[config.mk]
export PLATFORM = sky130hd
export DESIGN_NAME = spi_xfer_sequencer
export DESIGN_NICKNAME = d
export VERILOG_FILES = /design/src/rtl/spi_pkg.sv /design/src/rtl/spi_sync_fifo.sv /design/src/rtl/spi_xfer_sequencer.sv
export SDC_FILE = /design/constraint.sdc
export NUM_CORES = 1
export LEC_CHECK = 0
export ABC_AREA = 1
export CAP_MARGIN = 40
export CORE_UTILIZATION = 30
export CTS_BUF_LIST = sky130_fd_sc_hd__clkbuf_8
export DETAILED_ROUTE_END_ITERATION = 8
export SYNTH_ARGS = -nofsm -noshare
export SYNTH_HDL_FRONTEND = slang
export SYNTH_SLANG_ARGS = --single-unit
export TNS_END_PERCENT = 1
[constraint.sdc]
create_clock -name clk -period 4.97 [get_ports clk]
set_input_delay 0.994 -clock clk [delete_from_list [all_inputs] [get_ports clk]]
set_output_delay 0.994 -clock clk [all_outputs]
set_load 0.02 [all_outputs]
[src/rtl/spi_pkg.sv]
// Shared definitions for the SPI transfer sequencer slice.
// Holds the sequencer state encoding and the default word width and FIFO depth
// used by spi_sync_fifo and spi_xfer_sequencer.
package spi_pkg;

  // Default word width; must match the WIDTH of the attached SPI master.
  localparam int unsigned SPI_WIDTH_DEF = 8;

  // Default FIFO depth (power of two, at least 2).
  localparam int unsigned SPI_DEPTH_DEF = 4;

  // Sequencer states. The encoding is fixed so it can be matched in debug dumps.
  typedef enum logic [1:0] {
    ST_IDLE      = 2'b00,
    ST_LAUNCH    = 2'b01,
    ST_WAIT_DONE = 2'b10,
    ST_GAP       = 2'b11
  } seq_state_e;

  // Width of a FIFO occupancy counter that must be able to hold the value DEPTH.
  function automatic int unsigned fifo_level_w(input int unsigned depth);
    return $clog2(depth) + 1;
  endfunction

endpackage

[src/rtl/spi_sync_fifo.sv]
// Single-clock FIFO used for both the TX and RX word queues.
// Ports:
//   clk, rst_n         clock and asynchronous active-low reset
//   push_i, wdata_i    write request and data; ignored while full
//   pop_i              read request; ignored while empty
//   rdata_o            word at the head of the queue
//   full_o, empty_o    occupancy flags
//   level_o            number of stored words (0..DEPTH)
// A push into an empty FIFO is only visible on rdata_o the cycle after the
// push edge (no read-through); a push into a full FIFO is dropped, so the
// owner must gate it with !full_o (no write-through).
module spi_sync_fifo
  import spi_pkg::*;
#(
  parameter int unsigned WIDTH = SPI_WIDTH_DEF,
  parameter int unsigned DEPTH = SPI_DEPTH_DEF
) (
  input  logic                     clk,
  input  logic                     rst_n,
  input  logic                     push_i,
  input  logic [WIDTH-1:0]         wdata_i,
  input  logic                     pop_i,
  output logic [WIDTH-1:0]         rdata_o,
  output logic                     full_o,
  output logic                     empty_o,
  output logic [$clog2(DEPTH):0]   level_o
);

  localparam int unsigned PTR_W = $clog2(DEPTH);
  localparam int unsigned LVL_W = PTR_W + 1;

  logic [WIDTH-1:0] mem_q [DEPTH];
  logic [PTR_W-1:0] wptr_q, wptr_d;
  logic [PTR_W-1:0] rptr_q, rptr_d;
  logic [LVL_W-1:0] level_q, level_d;
  logic             push_ok_s;
  logic             pop_ok_s;

  assign full_o    = (level_q == LVL_W'(DEPTH));
  assign empty_o   = (level_q == {LVL_W{1'b0}});
  assign level_o   = level_q;
  assign rdata_o   = mem_q[rptr_q];
  assign push_ok_s = push_i && !full_o;
  assign pop_ok_s  = pop_i && !empty_o;

  // Pointer and occupancy next-state; pointers wrap naturally at DEPTH.
  always_comb begin
    wptr_d  = wptr_q;
    rptr_d  = rptr_q;
    level_d = level_q;
    if (push_ok_s) begin
      wptr_d = wptr_q + PTR_W'(1);
    end else begin
      wptr_d = wptr_q;
    end
    if (pop_ok_s) begin
      rptr_d = rptr_q + PTR_W'(1);
    end else begin
      rptr_d = rptr_q;
    end
    case ({push_ok_s, pop_ok_s})
      2'b10:   level_d = level_q + LVL_W'(1);
      2'b01:   level_d = level_q - LVL_W'(1);
      default: level_d = level_q;
    endcase
  end

  // Storage and pointer registers; storage is cleared so the head reads 0 after reset.
  always_ff @(posedge clk or negedge rst_n) begin
    if (!rst_n) begin
      for (int i = 0; i < int'(DEPTH); i++) begin
        mem_q[i] <= {WIDTH{1'b0}};
      end
      wptr_q  <= {PTR_W{1'b0}};
      rptr_q  <= {PTR_W{1'b0}};
      level_q <= {LVL_W{1'b0}};
    end else begin
      if (push_ok_s) begin
        mem_q[wptr_q] <= wdata_i;
      end
      wptr_q  <= wptr_d;
      rptr_q  <= rptr_d;
      level_q <= level_d;
    end
  end

endmodule

[src/rtl/spi_xfer_sequencer.sv]
// Sequencer sitting in front of an SPI master.
// Host side:
//   tx_data/tx_valid/tx_ready   words to send (valid/ready, buffered in TX FIFO)
//   rx_data/rx_valid/rx_ready   received words (valid/ready, from RX FIFO)
//   tx_level, rx_level          FIFO occupancies
//   idle                        in IDLE with nothing queued for transmission
// Master side:
//   m_start/m_data_in           one-cycle launch pulse and the word to shift out
//   m_busy/m_done/m_data_out    master status, completion pulse and received word
// One frame is launched per TX word. A frame is only launched when the RX FIFO
// has a free slot; since only one frame is ever in flight and this block is the
// sole RX writer, the RX push on m_done can never overflow. After each frame a
// minimum of GAP_CYCLES clocks elapse before the next m_start.
module spi_xfer_sequencer
  import spi_pkg::*;
#(
  parameter int unsigned WIDTH      = SPI_WIDTH_DEF,
  parameter int unsigned DEPTH      = SPI_DEPTH_DEF,
  parameter int unsigned GAP_CYCLES = 2
) (
  input  logic                   clk,
  input  logic                   rst_n,
  input  logic [WIDTH-1:0]       tx_data,
  input  logic                   tx_valid,
  output logic                   tx_ready,
  output logic [WIDTH-1:0]       rx_data,
  output logic                   rx_valid,
  input  logic                   rx_ready,
  output logic                   m_start,
  output logic [WIDTH-1:0]       m_data_in,
  input  logic                   m_busy,
  input  logic                   m_done,
  input  logic [WIDTH-1:0]       m_data_out,
  output logic [$clog2(DEPTH):0] tx_level,
  output logic [$clog2(DEPTH):0] rx_level,
  output logic                   idle
);

  // Gap counter must hold GAP_CYCLES; keep at least one bit when the gap is 0 or 1.
  localparam int unsigned GAP_W = (GAP_CYCLES < 32'd2) ? 1 : $clog2(GAP_CYCLES + 1);

  seq_state_e       state_q, state_d;
  logic [GAP_W-1:0] gap_q, gap_d;
  logic             m_start_q, m_start_d;
  logic [WIDTH-1:0] m_data_in_q, m_data_in_d;

  logic [WIDTH-1:0] tx_head_s;
  logic             tx_full_s;
  logic             tx_empty_s;
  logic             tx_pop_s;
  logic             rx_full_s;
  logic             rx_empty_s;
  logic             rx_push_s;

  spi_sync_fifo #(
    .WIDTH (WIDTH),
    .DEPTH (DEPTH)
  ) u_tx_fifo (
    .clk     (clk),
    .rst_n   (rst_n),
    .push_i  (tx_valid),
    .wdata_i (tx_data),
    .pop_i   (tx_pop_s),
    .rdata_o (tx_head_s),
    .full_o  (tx_full_s),
    .empty_o (tx_empty_s),
    .level_o (tx_level)
  );

  spi_sync_fifo #(
    .WIDTH (WIDTH),
    .DEPTH (DEPTH)
  ) u_rx_fifo (
    .clk     (clk),
    .rst_n   (rst_n),
    .push_i  (rx_push_s),
    .wdata_i (m_data_out),
    .pop_i   (rx_ready),
    .rdata_o (rx_data),
    .full_o  (rx_full_s),
    .empty_o (rx_empty_s),
    .level_o (rx_level)
  );

  assign tx_ready  = !tx_full_s;
  assign rx_valid  = !rx_empty_s;
  assign m_start   = m_start_q;
  assign m_data_in = m_data_in_q;
  assign idle      = (state_q == ST_IDLE) && tx_empty_s;

  // Frame sequencing: launch, wait for completion, then enforce the CS-high gap.
  always_comb begin
    state_d     = state_q;
    gap_d       = gap_q;
    m_start_d   = 1'b0;
    m_data_in_d = m_data_in_q;
    tx_pop_s    = 1'b0;
    rx_push_s   = 1'b0;
    case (state_q)
      ST_IDLE: begin
        // RX slot is reserved here so the later m_done push always fits.
        if (!tx_empty_s && !rx_full_s && !m_busy) begin
          m_start_d   = 1'b1;
          m_data_in_d = tx_head_s;
          tx_pop_s    = 1'b1;
          state_d     = ST_LAUNCH;
        end else begin
          state_d = ST_IDLE;
        end
      end
      ST_LAUNCH: begin
        state_d = ST_WAIT_DONE;
      end
      ST_WAIT_DONE: begin
        if (m_done) begin
          rx_push_s = 1'b1;
          if (GAP_CYCLES == 32'd0) begin
            state_d = ST_IDLE;
          end else begin
            gap_d   = GAP_W'(GAP_CYCLES);
            state_d = ST_GAP;
          end
        end else begin
          state_d = ST_WAIT_DONE;
        end
      end
      ST_GAP: begin
        if (gap_q <= GAP_W'(1)) begin
          gap_d   = {GAP_W{1'b0}};
          state_d = ST_IDLE;
        end else begin
          gap_d   = gap_q - GAP_W'(1);
          state_d = ST_GAP;
        end
      end
      default: begin
        gap_d   = {GAP_W{1'b0}};
        state_d = ST_IDLE;
      end
    endcase
  end

  // Sequencer state and master-facing output registers.
  always_ff @(posedge clk or negedge rst_n) begin
    if (!rst_n) begin
      state_q     <= ST_IDLE;
      gap_q       <= {GAP_W{1'b0}};
      m_start_q   <= 1'b0;
      m_data_in_q <= {WIDTH{1'b0}};
    end else begin
      state_q     <= state_d;
      gap_q       <= gap_d;
      m_start_q   <= m_start_d;
      m_data_in_q <= m_data_in_d;
    end
  end

endmodule

* Word-level counts from Yosys, hierarchy flattened
Cells that the tools add are included.
** Word-level totals
- Flip-flop bits (word level) :: 91
** Cells by class
- Add/sub/neg operators :: 9
- $lt $le $gt $ge :: 7
- Equality and inequality tests :: 10
- Multiplexer cells :: 25
- Bitwise gates (word level) :: 4
- Reduce and logical (&&, ||, !) cells :: 22
** Operator list (count)
- 32-bit bitwise mux :: 2
- 8-bit 2-to-1 mux :: 6
- 8-bit binary-select mux with 2-bit select :: 2
- 8-bit demux with 2-bit select :: 2
- 3-bit greater-or-equal comparator, second input constant :: 4
- 2-bit NOT with 3-bit output :: 4
- 3-bit case mux with 2 select lines :: 2
- 1-bit logical AND :: 9
- 2-bit by 1-bit adder with 2-bit output, second input constant :: 4
- 2-bit == test, second input constant :: 4
- 2-bit case mux with 4 select lines :: 1
- 3-bit by 1-bit adder with 3-bit output, second input constant :: 2
- 2-bit by 1-bit == test with 1-bit output, second input constant :: 3
- 3-bit == test, second input constant :: 2
- 3-bit zero test :: 2
- 3-bit by 1-bit < comparator with 1-bit output, second input constant :: 2
- 1-bit 2-to-1 mux :: 6
- 2-bit 2-to-1 mux :: 3
- 2-bit nonzero test :: 3
- 3-bit by 1-bit subtractor with 3-bit output, second input constant :: 2
- 1-bit zero test :: 5
- 2-bit case mux with 2 select lines :: 1
- 2-bit AND reduction :: 2
- 2-bit by 1-bit <= comparator with 1-bit output, second input constant :: 1
- 3 further kinds :: 3

* Logic depth before layout (Yosys ltp)
Gate-level depths: netlist of run 1.
- Depth in word-level cells :: 9
- Depth in mapped cells :: 12
- Depth with buffers taken out :: 11

* Hierarchy
A second synthesis of run 1 with hierarchy kept.
** Second synthesis, totals
- Cells, all modules :: 560
- Area total of the unflattened synthesis :: 4615.7 um2
** Modules (own cells, without submodules)
- spi_sync_fifo :: times used 2, cells each 251, area each 2031.9 um2, seq. area each 975.9 um2
- spi_xfer_sequencer :: times used 1, cells each 58, area each 551.8 um2, seq. area each 325.3 um2

* Worst setup path before layout of run 1
No wires, ideal clock.
- Path type :: input to register
- Start point :: in m_busy
- End point :: reg u_tx_fifo.level_q[2], in the netlist u_tx_fifo.level_o[2]
- Arrival :: 2.263 ns
- Data required time :: 4.891 ns
- Path slack :: 2.628 ns
- Stages on the path :: 11
- Buffers on the path :: 1
- Path through :: inv_1 nand4_2 buf_6 inv_1 ha_1 inv_1 fa_1 nor2_1 nor2_1 nand2_1 xor2_1
** On the way
- Cells in the longest elaborated chain, start to end :: 7
- Elaborated cells on any way between the ends :: 9
- Classes of those cells :: eq/ne (2); mux (3); reduce/logical (4)
** RTL lines
- start: declaration :: line spi_xfer_sequencer.sv:31 : input logic m_busy,
- 1-bit zero test * :: line spi_xfer_sequencer.sv:102 : if (!tx_empty_s && !rx_full_s && !m_busy) begin
- 1-bit logical AND * :: line spi_xfer_sequencer.sv:102
- 1-bit 2-to-1 mux * :: line spi_xfer_sequencer.sv:102
- 1-bit 2-to-1 mux * :: line spi_xfer_sequencer.sv:99 : case (state_q)
- 1-bit logical AND * :: line spi_sync_fifo.sv:44 : assign pop_ok_s = pop_i && !empty_o;
- named net u_tx_fifo.pop_ok_s :: line spi_sync_fifo.sv:37 : logic pop_ok_s;
- 2-bit by 1-bit == test with 1-bit output or 2-bit == test (tied branches) :: line spi_sync_fifo.sv:61 : case ({push_ok_s, pop_ok_s})
- 3-bit case mux with 2 select lines or 2-bit nonzero test (tied branches)
- end signal: assignment :: line spi_sync_fifo.sv:76 : level_q <= {LVL_W{1'b0}};
- end signal: assignment :: line spi_sync_fifo.sv:83 : level_q <= level_d;
- end: declaration :: line spi_sync_fifo.sv:35 : logic [LVL_W-1:0] level_q, level_d;
The timed path passes the listed nets; every way through them passes the cells marked *.
A chain may end at the register's enable or synchronous reset.

* Final worst setup path of run 1
- Start point :: reg u_rx_fifo.rptr_q[0]
- End point :: out rx_data[7]
** On the way
- Cells in the longest elaborated chain, start to end :: 4
** RTL lines
- start: declaration :: line spi_sync_fifo.sv:34 : logic [PTR_W-1:0] rptr_q, rptr_d;
- start signal: assignment :: line spi_sync_fifo.sv:75 : rptr_q <= {PTR_W{1'b0}};
- start signal: assignment :: line spi_sync_fifo.sv:82 : rptr_q <= rptr_d;
- 2-bit NOT with 3-bit output (implied by the code) :: line spi_sync_fifo.sv:42 : assign rdata_o = mem_q[rptr_q];
- 8-bit binary-select mux with 2-bit select :: line spi_sync_fifo.sv:42
- 8-bit 2-to-1 mux (implied by the code) (2 in series) :: line spi_sync_fifo.sv:42
- end: declaration :: line spi_xfer_sequencer.sv:26 : output logic [WIDTH-1:0] rx_data,
Every way passes these cells. The select of a mux whose other input is x is not followed.

==> metrics, run 1 <==
syn avg cell area 8.82 um2; die height 127 um; top post-synthesis cells by area dfrtp_1 49%, nand2_1 14%, o21ai_2 6.0%; dpl cells 750; Overflow after GRT 0; Ports 48; Skew-Pair Late Insertion Delay 0.36 ns; Crit path required time 3.98 ns; TritonRoute pass-1 iters 4; fin crit share 67.3%; sequential power share 37.1%; layout overhead on the synthesized area 15.4%; global-route wire length before repair 17.7 mm; final hold vios 0; Max Cap Viol 0; Die W 127 um; core area 0.0152 mm2; hold buffers post-CTS 0; VDD IR max 437 uV; sequential area share after synthesis 48.6%; fmax 299 MHz; Max FO, Critical Path 18; initial antenna violation count 0; Clock Sinks 91; PwrDens 665 mW/mm2; leading cell types in the layout, fill and taps excluded 172 x nand2_1, 91 x dfrtp_1, 60 x inv_1; vias per cell 4.63; Clock power frac 13.6%; Critical Path Sink Type output port; Cells after Synth 531; Cell Area, Synth 0.00468 mm2; share of layout cells above drive strength 1 12.0%; final core occ 35.5%; switching pwr 1.59 mW; Post-CTS Resized 0; Startpoint Class flop; H-tree Lvls 3; Max Buffers Root-to-Sink 2; Slew headroom 52.3%; synthesized flop and latch total 91; Crit Path Category reg2out; Num CTS Buffers 9; Slew Limit Fails 0; Slew @ Worst Pin 0.713 ns; commonest non-fill, non-tap cell in the layout nand2_1; Port Buffers 47; DRC viols 0; RSZ-0062 raised after global routing false; DRT Wirelength 10.3 mm; fin crit period 3.34 ns; post-route setup TNS 0 ns; GPL Wtd Cong 0.821; CP arrival 2.35 ns; synth warn 0; Setup-failing EPs final 0; largest net degree at the start of global routing 49; post-route antenna net violation count 0; Int Power 2.00 mW; Avg WL per Cell 13.4 um; area leader, netlist dfrtp_1; Distinct cells, synth 30; Leakage Power 2.69 nW; worst hold path type reg2reg; sw frac 44.2%; CTS tree built; final instance count without filler cells 764; drt first-iter violations 261; Die Area 0.0161 mm2; Fin Hold WS 0.499 ns; # Post-CTS Setup Buffers 0; detailed-placement wirelength estimate 7.14 mm; Logic pwr share 49.3%; flop2flop setup slack 2.34 ns; ant diodes 0; Tot Pwr 3.59 mW; Nets 607; site row count 45; Root Driver clkbuf_8; Mapped Nets 565; Clock Skews 0.0104 ns; GRT Overall Usage 13.8%; top cell type's share of synthesized area 48.6%; Initial Util 30.8%; via count 3538; outcome completed; CTS clock-pin slew for the worst setup and hold paths 0.09 ns; vias in the first global route 3615
stage by stage:
step                      area (um2)  setup slack (ns)
after floorplan                 4680              2.63
after global routing            5400              1.40
after detailed placement        5220              1.79
after CTS                       5400              1.62
final                           5400              1.63
after global placement          5220              1.83
worst max-delay path, stage by stage (launching register included):
cell and delay [ns]:
dfrtp_1 0.57, inv_1 0.47, o21ai_0 0.16, o22ai_1 0.16, clkdlybuf4s50_1 0.63
registers in the layout, summed over array words and instances (netlist names):
name / count
state_q: 2
m_start: 1
u_rx_fifo.rptr_q: 2
u_tx_fifo.rptr_q: 2
u_rx_fifo.level_o: 3
m_data_in: 8
gap_q: 2
u_rx_fifo.wptr_q: 2
u_tx_fifo.level_o: 3
u_rx_fifo.mem_q: 32
u_tx_fifo.mem_q: 32
u_tx_fifo.wptr_q: 2
worst paths after layout:
check | from | to | depth (start not counted)
setup reg to reg | state_q[0]$_DFF_PN0_ | u_tx_fifo.level_o[2]$_DFFE_PN0P_ | 10
max in group asynchronous | rst_n | u_rx_fifo.mem_q[29]$_DFFE_PN0P_ | 2
hold / removal | m_data_in[6]$_DFFE_PN0N_ | m_data_in[6]$_DFFE_PN0N_ | 2
hold reg to reg | m_data_in[6]$_DFFE_PN0N_ | m_data_in[6]$_DFFE_PN0N_ | 2
min in group asynchronous | rst_n | u_rx_fifo.mem_q[5]$_DFFE_PN0P_ | 1
setup / recovery | u_rx_fifo.rptr_q[0]$_DFFE_PN0P_ | rx_data[7] | 4
layout make-up:
cell class	instances	area, um2
inverter	62	233
clock inverter	5	56.3
timing repair buffer	48	475
sequential	91	2280
fill	1582	9800
tap	188	235
clock buffer	9	124
multi-input combinational	361	2000
per-layer routing:
layer,up-vias,wire length [um],GRT usage [%]
met5,-,0,0
met4,0,174,4.41
met3,13,475,3.29
met2,74,4800,23.3
met1,1691,4800,17.4
li1,1760,-,-
synth_stat cells:
cell type	instances
a21oi_1	5
buf_12	5
buf_2	6
buf_4	3
buf_6	1
clkbuf_1	2
clkinv_1	1
dfrtp_1	91
fa_1	2
ha_1	10
inv_1	60
inv_2	1
nand2_1	172
nand2_2	3
nand2_4	2
nand2_8	1
nand3_1	26
nand4_1	2
nand4_2	1
nor2_1	23
nor2_2	2
nor2_4	2
nor2_8	8
nor3_1	1
o21ai_0	53
o21ai_2	32
o22ai_1	8
or2_2	1
xnor2_1	2
xor2_1	5
kinds of logic (layout without fill, tap and decap cells):
logic type	Yosys count	in the layout	share of synthesized area, %
DFF	91	91	48.6
xor gates and xnor gates	7	7	1.31
and+or+nand+nor	244	244	24.7
buffers and inverters	79	124	8.63
AOI/OAI and AO/OA	98	98	13.3
adders and majority gates	12	12	3.53
power by group through the flow:
stage	combinational [mW]	sequential, mW	clock (mW)
after global routing	1.99	1.39	0.537
after CTS	1.80	1.34	0.507
after detailed placement	1.79	1.35	0
after floorplan	1.29	1.31	0
final	1.77	1.33	0.489
after global placement	1.74	1.34	0
(Power assumes the default switching activity.)
==> run 2: changes to the inputs <==
==> constraint.sdc (replaced) <==
create_clock -name clk -period 3.3 [get_ports clk]
set_input_delay 0.66 -clock clk [delete_from_list [all_inputs] [get_ports clk]]
set_output_delay 0.66 -clock clk [all_outputs]
set_load 0.02 [all_outputs]
==> metrics, run 2 (synthesized netlist as in run 1, its figures left out) <==
CTS clock-pin slew for the worst setup and hold paths 0.09 ns (about the same); initial antenna violation count 0 (unchanged); DRT Wirelength 10.4 mm (+1.7%); Startpoint Class flop; CP arrival 2.30 ns (-0.05 ns); DRC viols 0 (unchanged); fmax 338 MHz; Crit path required time 2.64 ns (-1.34 ns); Crit Path Category reg2out; grt met3 use 3.96% (+0.67 points); reg2reg start state_q[0]$_DFF_PN0_; final setup margin 0.338 ns (-1.29 ns); Tot Pwr 5.41 mW (+50%); detailed-placement wirelength estimate 7.45 mm (+4.3%); RSZ-0062 raised after global routing false; Clock Sinks 91 (unchanged); via count 3584 (+1.3%); Clock Skews 0.00677 ns (-0.00361 ns); Setup-failing EPs final 0 (unchanged); share of layout cells above drive strength 1 12.6% (+0.59 points); VDD IR max 476 uV (+8.9%); Slew Limit Fails 0 (unchanged); CTS tree built; met1 usage 17.9% (+0.49 points); Die Area 0.0161 mm2 (unchanged); post-route setup TNS 0 ns (unchanged); DP Worst Slack 0.758 ns (-1.03 ns); hold buffers post-CTS 0 (unchanged); reg2reg path depth 11 (+1); layout overhead on the synthesized area 16.0%; Port Buffers 47 (unchanged); GPL Wtd Cong 0.832 (+1.4%); # Post-CTS Setup Buffers 0 (unchanged); TritonRoute pass-1 iters 5 (+1); grt met2 use 23.5% (+0.13 points); R2R Path End u_tx_fifo.level_o[2]$_DFFE_PN0P_; Ports 48 (unchanged); largest net degree at the start of global routing 55 (+12%); Avg WL per Cell 13.6 um (+1.1%); die height 127 um (unchanged); Leakage Power 2.72 nW (+1.0%); Nets 611 (+0.66%); global-route wire length before repair 18.1 mm (+1.8%); post-route antenna net violation count 0 (unchanged); Root Driver clkbuf_8; worst hold path type in2async; Max FO, Critical Path 18 (unchanged); vias per cell 4.66 (+0.64%); fin crit share 89.7%; Skew-Pair Late Insertion Delay 0.37 ns (about the same); Critical Path Sink Type output port; vias in the first global route 3580 (-0.97%); Overflow after GRT 0 (unchanged); leading cell types in the layout, fill and taps excluded 172 x nand2_1, 91 x dfrtp_1, 61 x inv_1; GRT busiest layer met2; site row count 45 (unchanged); final hold vios 0 (unchanged); Max Cap Viol 0 (unchanged); Slew headroom 53.4% (+1.1 points); drt first-iter violations 223 (-15%); fin crit period 2.96 ns; Num CTS Buffers 9 (unchanged); core area 0.0152 mm2 (unchanged); Initial Util 30.8% (unchanged); Slew @ Worst Pin 0.700 ns (-0.0138 ns); GRT Overall Usage 14.2% (+0.37 points); Max Buffers Root-to-Sink 2 (unchanged); outcome completed; PwrDens 995 mW/mm2 (+50%); Post-CTS Resized 0 (unchanged); flop2flop setup slack 1.28 ns (-1.06 ns); Die W 127 um (unchanged); ant diodes 0 (unchanged); H-tree Lvls 3 (unchanged); commonest non-fill, non-tap cell in the layout nand2_1
==> run 2: final cells by class <==
cell class | instances | area [um2]
clock buffers | 12 | 165
multi-input cells | 361 | 2000
flip-flops and latches | 91 | 2280
repair buffers | 52 | 505
clock inverters | 3 | 13.8
well taps | 188 | 235
fillers | 1565 | 9770
inverters | 62 | 233
==> run 2: where the power goes <==
group	switching, mW	internal, mW	leakage [nW]
registers	0.361	1.64	1.12
logic	1.63	1.05	1.50
clock network	0.393	0.327	0.0994
==> run 2: worst max-delay path, stage by stage, from the launching register on <==
cell and delay [ns]:
dfrtp_1 0.54, inv_1 0.45, o21ai_0 0.16, o22ai_1 0.15
clkdlybuf4s50_1 0.63
==> run 2: stage by stage <==
stage	cells	hold WS (ns)	cell area [um2]	util (%)
global route	769	0.377	5430	35.7
CTS	769	0.340	5430	35.7
floorplan	531	0.364	4680	-
finish	769	0.322	5430	35.7
global placement	754	0.469	5250	34.6
detailed placement	754	0.471	5250	34.6
==> run 2: worst max-delay path by stage <==
stage	start	endpoint	slack (ns)	cells past startpoint
global placement	rx_ready	u_rx_fifo.level_o[2]$_DFFE_PN0P_	0.84	10
floorplan	u_tx_fifo.level_o[2]$_DFFE_PN0P_	u_tx_fifo.level_o[2]$_DFFE_PN0P_	1.24	12
global route	u_rx_fifo.rptr_q[0]$_DFFE_PN0P_	rx_data[3]	0.15	4
finish	u_rx_fifo.rptr_q[0]$_DFFE_PN0P_	rx_data[5]	0.34	4
CTS	u_rx_fifo.rptr_q[0]$_DFFE_PN0P_	rx_data[5]	0.33	4
detailed placement	u_rx_fifo.rptr_q[0]$_DFFE_PN0P_	rx_data[5]	0.76	4
==> run 2: metal layers <==
| layer | wire length (um) | share of wire (%) | vias to the layer above |
|---|---|---|---|
| li1 | - | - | 1763 |
| met1 | 4850 | 47 | 1731 |
| met2 | 4910 | 47 | 74 |
| met3 | 503 | 4.8 | 16 |
| met4 | 169 | 1.6 | 0 |
| met5 | 0 | 0 | - |
